`src/rtl/wallace_signed_multiplier4_if.sv`:
```
// Operand/result bundle for wallace_signed_multiplier4. The master drives A/B and the slave returns product.
interface wallace_signed_multiplier4_if;
  logic [3:0] A;
  logic [3:0] B;
  logic [7:0] product;

  modport master (output A, output B, input product);
  modport slave  (input A, input B, output product);
endinterface

```
`src/rtl/wallace_signed_multiplier4.sv`:
```
// Registered 4x4 signed multiplier: Baugh-Wooley partial products, Wallace reduction and a ripple final adder.
// Define WALLACE_MUL_PIPE_EN to add an input register stage, which makes the latency 2 cycles.
module wallace_signed_multiplier4 (
  input  logic                          clk,
  input  logic                          rst,
  wallace_signed_multiplier4_if.slave   bus
);

  function automatic logic [1:0] ha(input logic a, input logic b);
    return {a & b, a ^ b};
  endfunction

  function automatic logic [1:0] fa(input logic a, input logic b, input logic c);
    return {(a & b) | (a & c) | (b & c), a ^ b ^ c};
  endfunction

  logic [3:0] op_a, op_b;

`ifdef WALLACE_MUL_PIPE_EN
  logic [3:0] a_d, b_d, a_q, b_q;

  always_comb begin
    a_d = bus.A;
    b_d = bus.B;
  end

  always_ff @(posedge clk) begin
    if (rst) begin
      a_q <= '0;
      b_q <= '0;
    end else begin
      a_q <= a_d;
      b_q <= b_d;
    end
  end

  always_comb begin
    op_a = a_q;
    op_b = b_q;
  end
`else
  always_comb begin
    op_a = bus.A;
    op_b = bus.B;
  end
`endif

  logic [3:0] pp [4];
  logic       s1_1, c1_1, s1_2, c1_2, s1_3, c1_3, s1_4, c1_4, s1_5, c1_5;
  logic       s2_2, c2_2, s2_3, c2_3, s2_4, c2_4, s2_5, c2_5, s2_6, c2_6;
  logic [7:0] row0, row1, sum;
  logic       carry;
  logic [7:0] product_d, product_q;

  always_comb begin
    for (int unsigned i = 0; i < 4; i++) begin
      for (int unsigned j = 0; j < 4; j++) begin
        pp[i[1:0]][j[1:0]] = op_a[j[1:0]] & op_b[i[1:0]];
        if ((i == 3) != (j == 3)) pp[i[1:0]][j[1:0]] = ~pp[i[1:0]][j[1:0]];
      end
    end

    // Stage 1 heights by column 0..7: 1,2,3,4,4(incl. const 1),2,1,1(const 1)
    {c1_1, s1_1} = ha(pp[0][1], pp[1][0]);
    {c1_2, s1_2} = fa(pp[0][2], pp[1][1], pp[2][0]);
    {c1_3, s1_3} = fa(pp[0][3], pp[1][2], pp[2][1]);
    {c1_4, s1_4} = fa(pp[1][3], pp[2][2], pp[3][1]);
    {c1_5, s1_5} = ha(pp[2][3], pp[3][2]);

    // Stage 2: pp[3][0] and the bit-4 constant were passed through stage 1
    {c2_2, s2_2} = ha(s1_2, c1_1);
    {c2_3, s2_3} = fa(s1_3, pp[3][0], c1_2);
    {c2_4, s2_4} = fa(s1_4, 1'b1, c1_3);
    {c2_5, s2_5} = ha(s1_5, c1_4);
    {c2_6, s2_6} = ha(pp[3][3], c1_5);

    row0 = {1'b1, s2_6, s2_5, s2_4, s2_3, s2_2, s1_1, pp[0][0]};
    row1 = {c2_6, c2_5, c2_4, c2_3, c2_2, 3'b000};

    sum   = '0;
    carry = 1'b0;
    for (int unsigned k = 0; k < 8; k++) begin
      {carry, sum[k[2:0]]} = fa(row0[k[2:0]], row1[k[2:0]], carry);
    end

    product_d = sum;
  end

  always_ff @(posedge clk) begin
    if (rst) product_q <= '0;
    else     product_q <= product_d;
  end

  assign bus.product = product_q;

endmodule

```
`src/flat_wrapper.sv`:
```
// flat-port wrapper written by rule: the top's interface ports become plain ports
module wallace_signed_multiplier4_flat 
  (clk, rst, bus_A, bus_B, bus_product);
  wallace_signed_multiplier4_if bus_i ();
  input  logic clk;
  input  logic rst;
  input wire logic [$bits(bus_i.A)-1:0] bus_A;
  input wire logic [$bits(bus_i.B)-1:0] bus_B;
  output wire logic [$bits(bus_i.product)-1:0] bus_product;
  assign bus_i.A = bus_A;
  assign bus_i.B = bus_B;
  assign bus_product = bus_i.product;
  wallace_signed_multiplier4 u_core (.clk(clk), .rst(rst), .bus(bus_i));
endmodule
```
`config.mk`:
```
export PLATFORM = sky130hd
export DESIGN_NAME = wallace_signed_multiplier4_flat
export DESIGN_NICKNAME = d
export VERILOG_FILES = /design/src/rtl/wallace_signed_multiplier4_if.sv /design/src/rtl/wallace_signed_multiplier4.sv /design/src/flat_wrapper.sv
export SDC_FILE = /design/constraint.sdc
export NUM_CORES = 1
export LEC_CHECK = 0
export CORE_AREA = 2 2 39 41
export CTS_BUF_LIST = sky130_fd_sc_hd__clkbuf_8 sky130_fd_sc_hd__clkbuf_16
export CTS_CLUSTER_DIAMETER = 40
export DETAILED_ROUTE_END_ITERATION = 10
export DIE_AREA = 0 0 41 43
export PLACE_DENSITY = 0.73
export SLEW_MARGIN = 20
export SYNTH_ARGS = -nofsm -noshare
export SYNTH_HDL_FRONTEND = slang
export SYNTH_SLANG_ARGS = --single-unit
export TNS_END_PERCENT = 20
```
`constraint.sdc`:
```
create_clock -name clk -period 9.95 [get_ports clk]
set_input_delay 1.99 -clock clk [delete_from_list [all_inputs] [get_ports clk]]
set_output_delay 1.99 -clock clk [all_outputs]
set_load 0.03 [all_outputs]
```
==> flow_summary.yaml <==
run_status:
  status: "completed"
yosys:
  synth-xor-area-share_pct: 1.60
  synth_area_um2: 548
  synth-simple-area-share_pct: 22.8
  muxShareOfSynthArea_pct: 0
  synth_warnings: 0
  synth_area_leaders: "dfxtp_1 29%, fa_1 26%, ha_1 16%"
  synth_compound_area_share_pct: 0
  avgSynthCellArea_um2: 10.1
  synthAdderAreaFrac_pct: 41.6
  ys_ff_latch: 8
  synth_cells: 54
  seq_area_frac_synth_pct: 29.2
  ys_types: 9
  synth_top_area_share_pct: 29.2
  synth_top_family_by_area: "adder cells"
  synth_fp_nets: 78
  synth.largest_area_cell: "dfxtp_1"
power:
  pwr-share-comb_pct: 39.7
  leakage_nw: 0.353
  p_sw_share_pct: 30.3
  power.switching_mw: 0.0383
  power_frac_clock_pct: 29.2
  seqPwrFrac_pct: 31.1
  p_int_mw: 0.0882
  ir_drop_uv: 58.0
  power_density_mw_per_mm2: 162
  finalPower_mw: 0.127
sta:
  worst_pin_slew_ns: 0.303
  hold_viol_final: 0
  setup_tns_ns: 0
  max_freq_mhz: 201
  rsz0062_at_grt: "false"
  slew_headroom_pct: 79.7
  finalCriticalPeriod_ns: 4.98
  slew_violations: 0
  fin_crit_sh_pct: 50.0
  setup_viol: 0
cells_and_area:
  largest_reg_flops: 8
  fill_cells: 139
  fin_area_um2: 779
  finish.utilization_pct: 56.3
  layout_commonest_cell: "clkdlybuf4s50_1"
  syn_to_final_growth_pct: 42.2
  drive_above_1_share_pct: 4.05
  final_cell_mix: "17 x clkdlybuf4s50_1, 9 x and2_1, 8 x dfxtp_1"
  nets: 100
  seq_area_um2: 160
  multiInputGateArea_um2: 362
  final_cells: 90
  num_antenna_cells: 0
global_routing:
  grt_pass1_wl_mm: 1.41
  grt_pass1_vias: 373
  grt_max_degree: 9
  grtUsageTotal_pct: 12.4
  overflow: 0
  antenna_found_initial: 0
floorplanning:
  initial_core_util_pct: 39.6
  die_area_mm2: 0.00176
  num_rows: 14
  dieWidth_um: 41
  core_mm2: 0.00138
  fp.dieH_um: 43
  io_pins: 18
clock_tree:
  clock_path_buffers: 2
  cts_root_buf: "clkbuf_8"
  clk_pin_slew_ns: 0.04
  numClockSinks: 8
  htreeDepth: 1
  cts_tree: "yes"
  cts_hold_buf: 0
  cts-buffers-inserted: 3
  postCtsSetupRepairBufs: 0
  postCtsResizedCells: 0
placed_design:
  post_dp_cell_area_um2: 738
  dp.cells: 87
  dp_hpwl_um: 772
  gp_congestion: 0.707
  port_buffers: 17
worst_setup_path:
  path_cells: "clkdlybuf4s50_1, nand2_1, fa_1, fa_1, ha_1, fa_1, fa_1, inv_1, fa_1, nor2_1"
  crit_path_start_kind: "primary input"
  worstPathRequired_ns: 10.11
  crit_top_cell: "fa_1"
  worstSetupPathType: "in -> reg"
  crit_path_end_kind: "register"
  slowest_stage: "clkdlybuf4s50_1"
  crit_fanout: 4
  slowest_delay_ns: 0.52
  crit_arrival_ns: 5.14
worst_hold_path:
  hold_end: "u_core.bus.product[0]"
  holdCritStartpoint: "bus_A[0]"
  hold_path_depth: 3
  min_path_type: "in -> reg"
detailed_routing:
  wl_per_cell_um: 9.24
  first_pass_iters: 3
  dr_total_vias: 389
  drt_iter0_drc: 2
  drc: 0
  routed_wirelength_um: 832
  drtAntennaViolNets: 0
  routed_via_density: 4.32
run:
  maxCapViolCount: 0
-- area by class of cell --
cell class | instances | area share (%)
repair buffers | 17 | 21.8
flip-flops and latches | 8 | 20.5
inverters | 7 | 3.37
well taps | 16 | 2.57
clock buffers | 3 | 5.30
multi-input cells | 39 | 46.4
-- cells by family (layout without fill, tap and decap cells) --
kind of cell,after synthesis,after routing
fa+ha+maj,14,14
xor+xnor,1,1
simple gates,24,24
buf+inv,7,27
flops,8,8
-- critical path: cells and delay by family --
family,cells,cell delay [ns]
adder cells (fa/ha/maj),6,2.37
buffers and inverters,2,0.59
AND/OR/NAND/NOR,2,0.19
-- power by group through the flow --
stage | clock (mW) | sequential, mW | combinational, mW
2_1_floorplan | 0 | 0.0519 | 0.0195
3_3_place_gp | 0 | 0.0396 | 0.0500
3_5_place_dp | 0 | 0.0399 | 0.0513
4_1_cts | 0.0382 | 0.0394 | 0.0515
5_1_grt | 0.0405 | 0.0400 | 0.0567
6_report | 0.0370 | 0.0393 | 0.0502
-- synthesized netlist by cell type, drive strengths merged --
cell and number:
ha 7, nand2 7, and2 9, nor2b 5
inv 7, fa 7, nor2 3, xnor2 1
dfxtp 8
-- how the worst max path moves through the flow --
stage                     startpoint                     to  slack [ns]  depth (start not counted)
after floorplan             bus_B[1]  u_core.bus.product[6]        5.30                          9
after global placement      bus_B[1]  u_core.bus.product[6]        4.76                         10
after detailed placement    bus_B[0]  u_core.bus.product[6]        4.72                         10
after CTS                   bus_B[0]  u_core.bus.product[6]        4.95                         10
after global routing        bus_B[0]  u_core.bus.product[6]        4.83                         10
final                       bus_B[0]  u_core.bus.product[6]        4.97                         10
-- layer usage --
| metal | wire (um) | global-route usage [%] | up-vias |
|---|---|---|---|
| met4 | 0 | 10.0 | 0 |
| met2 | 448 | 19.4 | 11 |
| met1 | 330 | 13.2 | 174 |
| met3 | 54 | 3.14 | 0 |
| li1 | - | - | 204 |
| met5 | 0 | 0 | - |
-- per-stage QoR --
step	worst slack (ns)	hold WS, ns
2_1_floorplan	5.30	2.06
3_3_place_gp	4.76	2.63
3_5_place_dp	4.72	2.62
4_1_cts	4.95	2.39
5_1_grt	4.83	2.41
6_report	4.97	2.39
No activity file was read; power rests on OpenSTA's default activity.
